`src/rtl/adc_sched_pkg.sv`:
```
// Shared defaults, FSM state type and channel-slice helper for the ADC scan scheduler.
package adc_sched_pkg;

  localparam int unsigned NUM_CH          = 8;
  localparam int unsigned RES_W           = 12;
  localparam int unsigned DEF_PERIOD_W    = 24;
  localparam int unsigned DEF_TIMEOUT_CYC = 4096;
  localparam int unsigned AVG_LOG2        = 2;
  localparam int unsigned CNT_W           = 16;
  localparam int unsigned DATA_W          = NUM_CH * RES_W;
  localparam int unsigned DATA_IDX_W      = $clog2(DATA_W);

  typedef enum logic [1:0] {
    ST_IDLE,
    ST_REQ,
    ST_CONV,
    ST_CAPTURE
  } state_e;

  // Extract channel ch from the flat ADC data word.
  function automatic logic [RES_W-1:0] ch_slice(input logic [DATA_W-1:0] data,
                                                input int unsigned       ch);
    logic [DATA_IDX_W-1:0] lsb;
    lsb = DATA_IDX_W'(RES_W * ch);
    return data[lsb +: RES_W];
  endfunction

endpackage

```
`src/rtl/adc_period_timer.sv`:
```
// Free-running scan-period counter; tick_c requests a scan every `period_i` cycles while enabled.
module adc_period_timer #(
  parameter int unsigned PERIOD_W = 24
) (
  input  logic                clk,
  input  logic                rst_n,
  input  logic                enable_i,
  input  logic [PERIOD_W-1:0] period_i,
  output logic                tick_c
);

  logic [PERIOD_W-1:0] timer_q, timer_d;
  logic [PERIOD_W:0]   next_c;

  // A period of 0 satisfies the compare every cycle, giving back-to-back requests.
  always_comb begin
    timer_d = timer_q;
    tick_c  = 1'b0;
    next_c  = {1'b0, timer_q} + (PERIOD_W+1)'(1);
    if (!enable_i) begin
      timer_d = '0;
    end else if (next_c >= {1'b0, period_i}) begin
      tick_c  = 1'b1;
      timer_d = '0;
    end else begin
      timer_d = PERIOD_W'(next_c);
    end
  end

  always_ff @(posedge clk or negedge rst_n) begin
    if (!rst_n) timer_q <= '0;
    else        timer_q <= timer_d;
  end

endmodule

```
`src/rtl/adc_scan_scheduler.sv`:
```
// Sequences periodic / one-shot scans of the 8-channel serial ADC and publishes masked results.
// Optional macro ADC_AVG_EN: publish the average of 2^AVG_LOG2 scans instead of every scan.
module adc_scan_scheduler
  import adc_sched_pkg::*;
#(
  parameter int unsigned PERIOD_W    = DEF_PERIOD_W,
  parameter int unsigned TIMEOUT_CYC = DEF_TIMEOUT_CYC
) (
  input  logic                    clk,
  input  logic                    rst_n,
  input  logic                    enable,
  input  logic                    trigger,
  input  logic [PERIOD_W-1:0]     period,
  input  logic [NUM_CH-1:0]       ch_mask,
  output logic                    adc_start,
  input  logic                    adc_ready,
  input  logic [NUM_CH*RES_W-1:0] adc_data,
  input  logic [2:0]              rd_ch,
  output logic [RES_W-1:0]        rd_data,
  output logic                    busy,
  output logic                    scan_done,
  output logic [CNT_W-1:0]        scan_count,
  output logic                    err_timeout
);

  localparam int unsigned TMO_W = $clog2(TIMEOUT_CYC + 1);

  state_e                       state_q, state_d;
  logic [TMO_W-1:0]             wait_q, wait_d;
  logic                         pending_q, pending_d;
  logic                         adc_start_q, busy_q, scan_done_q, err_q, enable_q;
  logic [CNT_W-1:0]             scan_count_q;
  logic [RES_W-1:0]             rd_data_q;
  logic [NUM_CH-1:0][RES_W-1:0] result_q;
  logic                         tick_c, timeout_c, capture_c, publish_c, enter_req_c;

  adc_period_timer #(.PERIOD_W(PERIOD_W)) u_timer (
    .clk      (clk),
    .rst_n    (rst_n),
    .enable_i (enable),
    .period_i (period),
    .tick_c   (tick_c)
  );

  assign capture_c = (state_q == ST_CAPTURE);

  always_comb begin
    state_d     = state_q;
    wait_d      = wait_q + 1'b1;
    timeout_c   = 1'b0;
    unique case (state_q)
      ST_IDLE: if (pending_q && adc_ready) state_d = ST_REQ;
      ST_REQ: begin
        if (!adc_ready) begin
          state_d = ST_CONV;
        end else if (wait_q == TMO_W'(TIMEOUT_CYC - 1)) begin
          timeout_c = 1'b1;
          state_d   = ST_IDLE;
        end
      end
      ST_CONV: begin
        if (adc_ready) begin
          state_d = ST_CAPTURE;
        end else if (wait_q == TMO_W'(TIMEOUT_CYC - 1)) begin
          timeout_c = 1'b1;
          state_d   = ST_IDLE;
        end
      end
      ST_CAPTURE: state_d = ST_IDLE;
      default:    state_d = ST_IDLE;
    endcase
    if (state_d != state_q) wait_d = '0;
    // A request arriving on the REQ-entry cycle must survive the clear.
    enter_req_c = (state_q == ST_IDLE) && (state_d == ST_REQ);
    pending_d   = (pending_q && !enter_req_c) || trigger || tick_c;
  end

  always_ff @(posedge clk or negedge rst_n) begin
    if (!rst_n) begin
      state_q      <= ST_IDLE;
      wait_q       <= '0;
      pending_q    <= 1'b0;
      adc_start_q  <= 1'b0;
      busy_q       <= 1'b0;
      scan_done_q  <= 1'b0;
      err_q        <= 1'b0;
      enable_q     <= 1'b0;
      scan_count_q <= '0;
      rd_data_q    <= '0;
    end else begin
      state_q     <= state_d;
      wait_q      <= wait_d;
      pending_q   <= pending_d;
      adc_start_q <= (state_d == ST_REQ);
      busy_q      <= (state_d != ST_IDLE);
      scan_done_q <= publish_c;
      enable_q    <= enable;
      if (publish_c) scan_count_q <= scan_count_q + 16'd1;
      if (timeout_c)                err_q <= 1'b1;
      else if (enable && !enable_q) err_q <= 1'b0;
      rd_data_q <= result_q[rd_ch];
    end
  end

`ifdef ADC_AVG_EN
  localparam int unsigned ACC_W = RES_W + AVG_LOG2;

  logic [NUM_CH-1:0][ACC_W-1:0] acc_q, acc_sum_c;
  logic [AVG_LOG2-1:0]          avg_cnt_q;
  logic                         last_c;

  assign last_c    = &avg_cnt_q;
  assign publish_c = capture_c && last_c;

  always_comb begin
    for (int unsigned i = 0; i < NUM_CH; i++) begin
      acc_sum_c[i] = acc_q[i] + (ch_mask[i] ? ACC_W'(ch_slice(adc_data, i)) : ACC_W'(0));
    end
  end

  // Timeout discards the partially accumulated window.
  always_ff @(posedge clk or negedge rst_n) begin
    if (!rst_n) begin
      acc_q     <= '0;
      avg_cnt_q <= '0;
      result_q  <= '0;
    end else if (timeout_c) begin
      acc_q     <= '0;
      avg_cnt_q <= '0;
    end else if (capture_c) begin
      avg_cnt_q <= avg_cnt_q + 1'b1;
      for (int unsigned i = 0; i < NUM_CH; i++) begin
        if (last_c) begin
          acc_q[i] <= '0;
          if (ch_mask[i]) result_q[i] <= RES_W'(acc_sum_c[i] >> AVG_LOG2);
        end else begin
          acc_q[i] <= acc_sum_c[i];
        end
      end
    end
  end
`else
  assign publish_c = capture_c;

  always_ff @(posedge clk or negedge rst_n) begin
    if (!rst_n) begin
      result_q <= '0;
    end else if (capture_c) begin
      for (int unsigned i = 0; i < NUM_CH; i++) begin
        if (ch_mask[i]) result_q[i] <= ch_slice(adc_data, i);
      end
    end
  end
`endif

  assign adc_start   = adc_start_q;
  assign busy        = busy_q;
  assign scan_done   = scan_done_q;
  assign scan_count  = scan_count_q;
  assign err_timeout = err_q;
  assign rd_data     = rd_data_q;

endmodule

```
`config.mk`:
```
export PLATFORM = sky130hd
export DESIGN_NAME = adc_scan_scheduler
export DESIGN_NICKNAME = d
export VERILOG_FILES = /design/src/rtl/adc_sched_pkg.sv /design/src/rtl/adc_period_timer.sv /design/src/rtl/adc_scan_scheduler.sv
export SDC_FILE = /design/constraint.sdc
export NUM_CORES = 1
export LEC_CHECK = 0
export BUFFER_PORTS_ARGS = -buffer_cell sky130_fd_sc_hd__buf_2
export CAP_MARGIN = 20
export CORE_MARGIN = 4
export CORE_UTILIZATION = 35
export CTS_CLUSTER_DIAMETER = 60
export DETAILED_ROUTE_END_ITERATION = 10
export HOLD_SLACK_MARGIN = 0.08
export SYNTH_ARGS = -nofsm -noshare
export SYNTH_HDL_FRONTEND = slang
export SYNTH_HIERARCHICAL = 1
export SYNTH_SLANG_ARGS = --single-unit
```
`constraint.sdc`:
```
create_clock -name clk -period 3.1 [get_ports clk]
set_input_delay 0.62 -clock clk [delete_from_list [all_inputs] [get_ports clk]]
set_output_delay 0.62 -clock clk [all_outputs]
set_load 0.005 [all_outputs]
```
==> metrics.txt, run 1 <==
outcome=completed; Post-Syn Instances=665; Via density=4.878; maxcap violations=0; Seq cells post-synth=169; CP max stage cell=dfrtp_1; Routability Congestion=0.8259; Final Hold Viols=0; post-synth top area share=0.5073; most common cell in the netlist=dfrtp_1; hold crit path type=in2async; Max Freq=323.5 MHz; die area=26350 µm²; Post-synth top cells=169 x dfrtp_1, 109 x mux2_2, 50 x nand2_1; Initial Util=0.3552; synth-to-layout area growth=25.92%; Die Width=162.3 µm; Synth Flop Type=dfrtp_1; DRT antenna net count=0; Total GRT Usage=0.1573; leakage power=4.860 nW; crit path max fanout=4; initial antenna violation count=10; crit path cell chain=ha_4 > nand3_4 > nor4_4 > buf_4 > nand4_1 > xnor2_1 > ha_1 > nand3_2 > nor4_2 > o21ai_0 > nand4_2 > o21a_1 > nor2_1 > and3_1 > a31oi_1; vias in the first global route=6042; final wirelength=20290 µm; CP Data Required Time=3.45 ns; Largest stage delay, worst path=0.41 ns; WP data arrival=3.44 ns; Pwr Density=742.0 nW/µm²; clock sinks=169; die height=162.3 µm; First-pass DRT Iterations=4; # port buffers=167; CTS tree=yes; Root Buffer=clkbuf_16; layout cell share with drive strength beyond 1=0.4581; pre-CTS setup slack=-0.1195 ns; unrepaired setup endpoints after global routing=true; Synth area leaders=dfrtp_1 51%, mux2_2 15%, mux4_2 6.5%, ha_1 4.8%, xnor2_1 2.9%; # setup viols final=0; largest net degree at the start of global routing=75; share of synthesized registers carrying an async set or reset=1.000; final non-filler cell total=1192; Critical Path Start Type=flop; syn nets=833; placed cell areas=9682 µm²; Max Slew Vio Count=0; Core Util, Final=0.4472; Max H-tree Level=4; first-pass GRT wire length=32350 µm; Clock Tree Buf Depth=2; Setup Skew=0.01577 ns; Tmin final=3.091 ns; syn avg cell area=12.54 µm²; post-synth cell types=50; worst slew pin tran=0.7135 ns; register area share after synthesis=0.5073; final instance area=10500 µm²; drt initial violations=190; # DRC=0; CTS Buf Count=17; nets@finish=1026; clock latency on the worst-skew pair=0.43 ns; synthesis warning total=6; Core Area=23470 µm²; EDFF count, synth=0; routed len/inst=17.02 µm; Yosys top cell by area=dfrtp_1; fin worst setup slack=0.009213 ns; Power Total=7.789 mW; Detailed Place HPWL=14960 µm; CP Capture Type=flop; Peak VDD IR=0.4389 mV; worst reg2reg path depth=15; vias=5814; num rows=56; # IOs=168; clock slew at the register clock pins of the worst setup and hold paths=0.08 ns; DP Cell Count=1148; grt ovf=0; Slew HR=0.5243; Final period util=0.9970; worst setup path class=reg2reg; Post-Syn Area=8337 µm²
## registers in the layout, indices dropped and copies added (netlist names), 2 cells and up
name             flops
result_q            96
u_timer/timer_q     24
scan_count          16
wait_q              13
rd_data             12
state_q              2
## final timing paths
| check | from | endpoint | slack, ns |
|---|---|---|---|
| worst min-delay path | rst_n | result_q[27]$_DFFE_PN0P_ | 0.19 |
| min in group clk | adc_data[40] | result_q[40]$_DFFE_PN0P_ | 0.41 |
| worst max register to register | u_timer/timer_q[1]$_DFF_PN0_ | pending_q$_DFF_PN0_ | 0.009 |
| worst max-delay path | u_timer/timer_q[1]$_DFF_PN0_ | pending_q$_DFF_PN0_ | 0.009 |
| worst min register to register | scan_count[15]$_DFFE_PN0P_ | scan_count[15]$_DFFE_PN0P_ | 0.46 |
| max in group asynchronous | rst_n | err_timeout$_DFFE_PN0P_ | 2.07 |
## kinds of logic (layout without fill, tap and decap cells)
family / Yosys count / count (layout) / share of synthesized area
simple gates: 183 / 183 / 0.1216
mux: 133 / 133 / 0.2121
flops: 169 / 169 / 0.5073
buf+inv: 63 / 269 / 0.03167
fa+ha+maj: 32 / 32 / 0.04803
xor+xnor: 48 / 48 / 0.05043
compound gates: 37 / 37 / 0.02897
other cells: 0 / 2 / 0
## worst max-delay path, delay by kind of cell (launching register included)
| family | cells | cell delay, ns |
|---|---|---|
| fa+ha+maj | 2 | 0.52 |
| buf+inv | 1 | 0.19 |
| compound gates | 3 | 0.49 |
| flops | 1 | 0.41 |
| simple gates | 8 | 1.25 |
| xor+xnor | 1 | 0.16 |
## metrics by stage
step	setup TNS (ns)	hold WS (ns)
2_1_floorplan	0	0.3244
3_3_place_gp	0	0.4557
3_5_place_dp	-0.7761	0.4622
4_1_cts	-0.02447	0.2165
5_1_grt	-1.727	0.2192
6_report	0	0.1861
## area by class of cell
type / instances / area, µm²
well taps: 319 / 399.1
fillers: 2223 / 12970
repair buffers: 201 / 1164
flip-flops and latches: 169 / 4232
clock buffers: 17 / 425.4
multi-input cells: 433 / 3968
inverters: 36 / 135.1
diodes: 2 / 5.005
clock inverters: 15 / 170.2
## power by group
| part | internal, mW | switching [mW] | total [mW] |
|---|---|---|---|
| combinational | 1.30 | 0.912 | 2.21 |
| sequential | 3.02 | 0.435 | 3.46 |
| clock | 1.09 | 1.03 | 2.12 |
## routing by layer
| layer | GRT usage | vias up | part of all wire | wire [µm] |
|---|---|---|---|---|
| li1 | - | 2761 | - | - |
| met1 | 0.2058 | 2862 | 0.43 | 8753 |
| met2 | 0.2563 | 143 | 0.49 | 9954 |
| met3 | 0.05239 | 32 | 0.063 | 1282 |
| met4 | 0.03460 | 16 | 0.0092 | 187 |
| met5 | 0 | - | 0.0054 | 110 |
## placed cells by master (no fill, tap or decap), drive strengths merged, types with 4 or more instances in the layout
master and n:
nand4 20, nor4b 8, and3 4, a21oi 9
mux4 24, nor3 28, nor4 9, inv 44
xnor2 28, clkinv 6, xor2 20, ha 32
nand2 50, clkbuf 17, nand3 23, nor2 27
mux2 109, buf 201, dfrtp 169, o21ai 11
## what timing repair did
action	in CTS	in global routing
hold buffers	0	0
resized for setup	3	23
pin swaps	4	4
buffers inserted	3	7
endpoints found under the setup margin	25	25
Power figures use the tool's default switching activity.
==> inputs of run 2 (changes only) <==
--- a/config.mk
+++ b/config.mk
@@ -5,13 +5,15 @@
 export SDC_FILE = /design/constraint.sdc
 export NUM_CORES = 1
 export LEC_CHECK = 0
+export ABC_CLOCK_PERIOD_IN_PS = 3100
 export BUFFER_PORTS_ARGS = -buffer_cell sky130_fd_sc_hd__buf_2
 export CAP_MARGIN = 20
 export CORE_MARGIN = 4
-export CORE_UTILIZATION = 35
+export CORE_UTILIZATION = 50
 export CTS_CLUSTER_DIAMETER = 60
 export DETAILED_ROUTE_END_ITERATION = 10
 export HOLD_SLACK_MARGIN = 0.08
+export PLACE_DENSITY = 0.88
 export SYNTH_ARGS = -nofsm -noshare
 export SYNTH_HDL_FRONTEND = slang
 export SYNTH_HIERARCHICAL = 1
==> run 2 against run 1 <==
The flow now finishes with violations (setup timing). Die area down 29%. First-iteration DRC count up 81%. Cell count down 9.2%. Largest power group unchanged.
==> metrics.txt, run 2 (synthesized netlist as in run 1, its figures left out) <==
outcome=finished with violations (was completed); failing checks=setup timing; Root Buffer=clkbuf_16 (unchanged); Fill cells=1159 (was 2223); worst setup path class=reg2reg (unchanged); First-pass DRT Iterations=5 (was 4); die area=18800 µm² (was 26350 µm²); routed len/inst=18.64 µm (was 17.02 µm); initial antenna violation count=4 (was 10); final wirelength=20170 µm (was 20290 µm); CTS tree=yes (unchanged); most frequent cells in the layout=169 x dfrtp_1, 166 x buf_2, 109 x mux2_2, 50 x nand2_1, 35 x inv_1 (was 167 x dfrtp_1, 167 x buf_2, 109 x mux2_2, 50 x nand2_1, 35 x inv_1); unrepaired setup endpoints after global routing=true (unchanged); commonest non-fill, non-tap cell in the layout=dfrtp_1; reg2reg setup slack=-0.05 ns (was 0.009 ns); setup TNS=-0.1477 ns (was 0 ns); maxcap violations=0 (unchanged); multi-input logic area=3931 µm² (was 3968 µm²); final instance area=10260 µm² (was 10500 µm²); clock latency on the worst-skew pair=0.43 ns (about the same); Max H-tree Level=4 (unchanged); Critical Path Start Type=flop (unchanged); DRT antenna net count=0 (unchanged); Total GRT Usage=0.2178 (was 0.1573); worst slew pin tran=0.7856 ns (was 0.7135 ns); WP data arrival=3.49 ns (was 3.44 ns); Max Slew Vio Count=0 (unchanged); Pwr Density=769.1 nW/µm² (was 742.0 nW/µm²); final non-filler cell total=1082 (was 1192); Core Area=16120 µm² (was 23470 µm²); worst hold slack=0.2198 ns (was 0.1861 ns); sw frac=0.3043 (was 0.3050); first-pass GRT wire length=31270 µm (was 32350 µm); CTS Hold Bufs=0 (unchanged); Clk network pwr share=0.276 (was 0.272); Slew HR=0.4763 (was 0.5243); drt initial violations=344 (was 190); DP Cell Count=1039 (was 1148); Power Total=7.894 mW (was 7.789 mW); die height=137.1 µm (was 162.3 µm); max reg flops=96 (unchanged); largest net degree at the start of global routing=89 (was 75); CP Data Required Time=3.44 ns (was 3.45 ns); layout cell share with drive strength beyond 1=0.4462 (was 0.4581); Routability Congestion=0.9462 (was 0.8259); Die Width=137.1 µm (was 162.3 µm); vias in the first global route=6186 (was 6042); Top reg by flops=result_q (unchanged); vias=5992 (was 5814); crit path max fanout=6 (was 4); hold crit path type=in2async (unchanged); Peak VDD IR=0.4712 mV (was 0.4389 mV); leakage power=4.824 nW (was 4.860 nW); placed cell areas=9470 µm² (was 9682 µm²); Via density=5.538 (was 4.878); Final period util=1.015 (was 0.9970); Register Area=4229 µm² (was 4232 µm²); CTS Buf Count=17 (unchanged); combinational share of power=0.283 (was 0.284); clock slew at the register clock pins of the worst setup and hold paths=0.08 ns (about the same); sequential power share=0.441 (was 0.444); Core Util, Final=0.6369 (was 0.4472); Pint=5.492 mW (was 5.414 mW); Switch Pwr=2.403 mW (was 2.376 mW); num rows=46 (was 56); pre-CTS setup slack=-0.02466 ns (was -0.1195 ns); Setup Skew=0.01312 ns (was 0.01577 ns); Max Freq=317.7 MHz (was 323.5 MHz); Tmin final=3.148 ns (was 3.091 ns); clock sinks=169 (unchanged); grt ovf=0 (unchanged); Clock Tree Buf Depth=2 (unchanged); CP Capture Type=flop (unchanged); Final Hold Viols=0 (unchanged); nets@finish=1020 (was 1026); synth-to-layout area growth=23.11% (was 25.92%); # port buffers=167 (unchanged); # DRC=0 (unchanged); # IOs=168 (unchanged); Initial Util=0.5173 (was 0.3552); # setup viols final=6 (was 0); Detailed Place HPWL=14520 µm (was 14960 µm); fin worst setup slack=-0.04804 ns (was 0.009213 ns)
run 2: repair_timing:
item                       4_1_cts  5_1_grt
gates resized for setup          4       14
pin swaps                        5       15
setup endpoints to repair        2       25
buffers inserted                 3        7
run 2: final cells by class:
| cell class | count | share of cell area |
|---|---|---|
| Sequential cell | 169 | 0.4120 |
| Antenna cell | 1 | 0.0002438 |
| Clock inverter | 15 | 0.01926 |
| Tap cell | 216 | 0.02633 |
| Multi-Input combinational cell | 433 | 0.3830 |
| Clock buffer | 17 | 0.04145 |
| Timing Repair Buffer | 195 | 0.1045 |
| Inverter | 36 | 0.01317 |
run 2: metal layers:
layer	GRT usage	vias up	wire length, µm
li1	-	2757	-
met1	0.2652	2968	7978
met2	0.3594	222	10030
met3	0.08125	39	1657
met4	0.07151	6	468
met5	0	-	35
run 2: worst max-delay path, stage by stage, from the launching register on:
cell and delay, ns:
dfrtp_1 0.44, nand4_1 0.22, buf_4 0.23, nor4_1 0.44, xor2_1 0.22, ha_1 0.34
nand2_1 0.10, nor4_4 0.28, nand2_1 0.12, a31oi_4 0.17, o21a_1 0.19, nor2_1 0.05
and3_1 0.13, a31oi_1 0.12
run 2: final timing paths:
check | end | cells after the start | start
setup reg to reg | pending_q$_DFF_PN0_ | 13 | u_timer/timer_q[2]$_DFF_PN0_
setup / recovery | pending_q$_DFF_PN0_ | 13 | u_timer/timer_q[2]$_DFF_PN0_
hold / removal | result_q[39]$_DFFE_PN0P_ | 1 | rst_n
min in group clk | result_q[27]$_DFFE_PN0P_ | 2 | adc_data[27]
hold reg to reg | scan_count[15]$_DFFE_PN0P_ | 1 | scan_count[15]$_DFFE_PN0P_
max in group asynchronous | u_timer/timer_q[0]$_DFF_PN0_ | 2 | rst_n
run 2: power groups by stage:
stage	clock [mW]	sequential [mW]	combinational [mW]
5_1_grt	2.32	3.56	2.46
3_5_place_dp	0	3.51	2.23
6_report	2.18	3.48	2.23
2_1_floorplan	0	3.36	1.66
4_1_cts	2.22	3.47	2.26
3_3_place_gp	0	3.46	2.14
==> inputs of run 3 (changes only) <==
--- a/config.mk
+++ b/config.mk
@@ -14,7 +14,7 @@
 export DETAILED_ROUTE_END_ITERATION = 10
 export HOLD_SLACK_MARGIN = 0.08
 export PLACE_DENSITY = 0.88
+export SKIP_CTS_REPAIR_TIMING = 1
 export SYNTH_ARGS = -nofsm -noshare
 export SYNTH_HDL_FRONTEND = slang
-export SYNTH_HIERARCHICAL = 1
 export SYNTH_SLANG_ARGS = --single-unit
==> run 3 against run 2 <==
The flow still finishes with violations (setup timing). Synthesized cell count fell by 3.8%. Die area shrank 2.5%. Count of clock-buffer cells in the layout up 4. Non-clock buffer count fell by 3. Area after synthesis down 2.7%. Routed wire length increased by 0.85%. Worst hold slack worse by 0.059 ns. First-iteration DRC count fell by 24%. Register-to-register slack worse by 0.23 ns. Fmax is 6.8% lower. Clock skew is 0.0037 ns lower. Via count shrank 2.9%.
==> metrics.txt, run 3 <==
DP Cell Count=1021 (was 1039); Initial Util=0.5106 (was 0.5173); Total GRT Usage=0.2137 (was 0.2178); outcome=finished with violations (unchanged); DRT antenna net count=0 (unchanged); synth-to-layout area growth=26.11% (was 23.11%); synthesis warning total=0 (was 6); CP max stage cell=or4_4 (was dfrtp_1); Top reg by flops=result_q (unchanged); Final Hold Viols=0 (unchanged); Max H-tree Level=4 (unchanged); Power Total=7.662 mW (was 7.894 mW); cell repeated most along the worst path=nand4_1 (was nand2_1); nets@finish=995 (was 1020); critical path startpoint=u_timer.timer_q[0]$_DFF_PN0_ (was u_timer/timer_q[2]$_DFF_PN0_); fin worst setup slack=-0.2763 ns (was -0.04804 ns); most frequent cells in the layout=169 x dfrtp_1, 166 x buf_2, 109 x mux2_2, 38 x nand2_1, 34 x inv_1 (was 169 x dfrtp_1, 166 x buf_2, 109 x mux2_2, 50 x nand2_1, 35 x inv_1); CP Capture Type=flop (unchanged); Final period util=1.089 (was 1.015); final wirelength=20340 µm (was 20170 µm); leakage power=4.916 nW (was 4.824 nW); Max Freq=296.2 MHz (was 317.7 MHz); Pwr Density=748.9 nW/µm² (was 769.1 nW/µm²); Post-Syn Area=8112 µm² (was 8337 µm²); first-pass GRT wire length=30140 µm (was 31270 µm); syn nets=807 (was 833); die height=135.4 µm (was 137.1 µm); clock sinks=169 (unchanged); Register Area=4229 µm² (unchanged); unrepaired setup endpoints after global routing=true (unchanged); worst hold slack=0.1607 ns (was 0.2198 ns); Fill cells=1158 (was 1159); share of synthesized registers carrying an async set or reset=1.000 (unchanged); Post-Syn Instances=640 (was 665); worst slew pin tran=0.6749 ns (was 0.7856 ns); Via density=5.491 (was 5.538); pre-CTS setup slack=-0.05940 ns (was -0.02466 ns); Synth Flop Type=dfrtp_1 (unchanged); max reg flops=96 (unchanged); Clock Tree Buf Depth=2 (unchanged); Tmin final=3.376 ns (was 3.148 ns); commonest non-fill, non-tap cell in the layout=dfrtp_1 (unchanged); worst reg2reg path depth=14 (was 13); crit path cell chain=ha_2 > nand4_1 > or4_4 > buf_6 > nor2_4 > xor2_1 > ha_1 > nand4_1 > nor2_2 > and3_4 > a221oi_4 > nand4_4 > clkbuf_16 > nor2b_1 (was nand4_1 > buf_4 > nor4_1 > xor2_1 > ha_1 > nand2_1 > nor4_4 > nand2_1 > a31oi_4 > o21a_1 > nor2_1 > and3_1 > a31oi_1); most common cell in the netlist=dfrtp_1 (unchanged); Die Width=135.4 µm (was 137.1 µm); Root Buffer=clkbuf_16 (unchanged); maxcap violations=0 (unchanged); vias=5820 (was 5992); final non-filler cell total=1060 (was 1082); final instance area=10230 µm² (was 10260 µm²); num rows=46 (unchanged); worst setup path class=reg2reg (unchanged); Routability Congestion=0.8919 (was 0.9462); die area=18330 µm² (was 18800 µm²); Yosys top cell by area=dfrtp_1 (unchanged); # IOs=168 (unchanged); Slew HR=0.5501 (was 0.4763); Largest stage delay, worst path=0.61 ns (was 0.44 ns); layout cell share with drive strength beyond 1=0.4732 (was 0.4462); Core Area=15890 µm² (was 16120 µm²); grt ovf=0 (unchanged); CTS tree=yes (unchanged); CP Data Required Time=3.44 ns (about the same); largest net degree at the start of global routing=70 (was 89); failing checks=setup timing (unchanged); multi-input logic area=3876 µm² (was 3931 µm²); # DRC=0 (unchanged); Seq cells post-synth=169 (unchanged); register area share after synthesis=0.5214 (was 0.5073); Critical Path Start Type=flop (unchanged); routed len/inst=19.19 µm (was 18.64 µm); WP data arrival=3.71 ns (was 3.49 ns); # setup viols final=25 (was 6); First-pass DRT Iterations=5 (unchanged); drt initial violations=260 (was 344); setup TNS=-5.119 ns (was -0.1477 ns); EDFF count, synth=0 (unchanged); FF-to-FF Start=u_timer.timer_q[0]$_DFF_PN0_ (was u_timer/timer_q[2]$_DFF_PN0_); syn avg cell area=12.67 µm² (was 12.54 µm²); crit path max fanout=8 (was 6); Max Slew Vio Count=0 (unchanged); placed cell areas=9326 µm² (was 9470 µm²); post-synth top area share=0.5214 (was 0.5073); Core Util, Final=0.6440 (was 0.6369); Post-synth top cells=169 x dfrtp_1, 109 x mux2_2, 38 x nand2_1 (was 169 x dfrtp_1, 109 x mux2_2, 50 x nand2_1); # port buffers=167 (unchanged); Synth area leaders=dfrtp_1 52%, mux2_2 15%, mux4_2 6.7%, ha_1 4.8%, xnor2_1 3.3% (was dfrtp_1 51%, mux2_2 15%, mux4_2 6.5%, ha_1 4.8%, xnor2_1 2.9%); CTS Buf Count=17 (unchanged); hold crit path type=in2async (unchanged); Peak VDD IR=0.4216 mV (was 0.4712 mV); clock latency on the worst-skew pair=0.42 ns (was 0.43 ns); clock slew at the register clock pins of the worst setup and hold paths=0.06 ns (was 0.08 ns); initial antenna violation count=3 (was 4); Setup Skew=0.009385 ns (was 0.01312 ns); Detailed Place HPWL=14100 µm (was 14520 µm); vias in the first global route=5901 (was 6186); post-synth cell types=38 (was 50)
-- run 3: report_power, final --
group	switching (mW)	internal (mW)
combinational	0.865	1.20
clock	0.891	1.27
sequential	0.439	3.00
-- run 3: critical path, delay by kind of cell, from the launching register on --
kind	cells	cell delay [ns]
AND/OR/NAND/NOR	8	1.51
buffers and inverters	2	0.40
AO/OA/AOI/OAI	1	0.33
flip-flops	1	0.37
adder cells (fa/ha/maj)	2	0.46
XOR/XNOR	1	0.23
-- run 3: layout make-up --
class	instances	share of cell area
flip-flops and latches	169	0.4134
multi-input cells	414	0.3789
repair buffers	192	0.1089
clock buffers	21	0.04599
well taps	216	0.02642
clock inverters	11	0.01321
inverters	34	0.01248
diodes	3	0.0007339
-- run 3: kinds of logic after synthesis --
family | share of synthesized area
and+or+nand+nor | 0.09857
AOI/OAI and AO/OA | 0.03532
xor gates and xnor gates | 0.05075
DFF | 0.5214
adders and majority gates | 0.04782
buffers and inverters | 0.02823
muxes | 0.2180
-- run 3: path summary, 6_finish.rpt --
| kind | end | slack (ns) |
|---|---|---|
| min | u_timer.timer_q[4]$_DFF_PN0_ | 0.16 |
| max | u_timer.timer_q[17]$_DFF_PN0_ | -0.28 |
| min reg2reg | scan_count[15]$_DFFE_PN0P_ | 0.47 |
| min in group clk | enable_q$_DFF_PN0_ | 0.41 |
| max in group asynchronous | result_q[80]$_DFFE_PN0P_ | 2.13 |
| max reg2reg | u_timer.timer_q[17]$_DFF_PN0_ | -0.28 |
-- run 3: per-layer routing --
layer  track usage  part of all wire  routed length, µm  up-vias
li1              -                 -                  -     2653
met1        0.2858              0.42               8517     2935
met2        0.3446              0.51              10320      193
met3       0.04198             0.046                937       39
met4       0.08791             0.027                559        0
met5             0                 0                  0        -
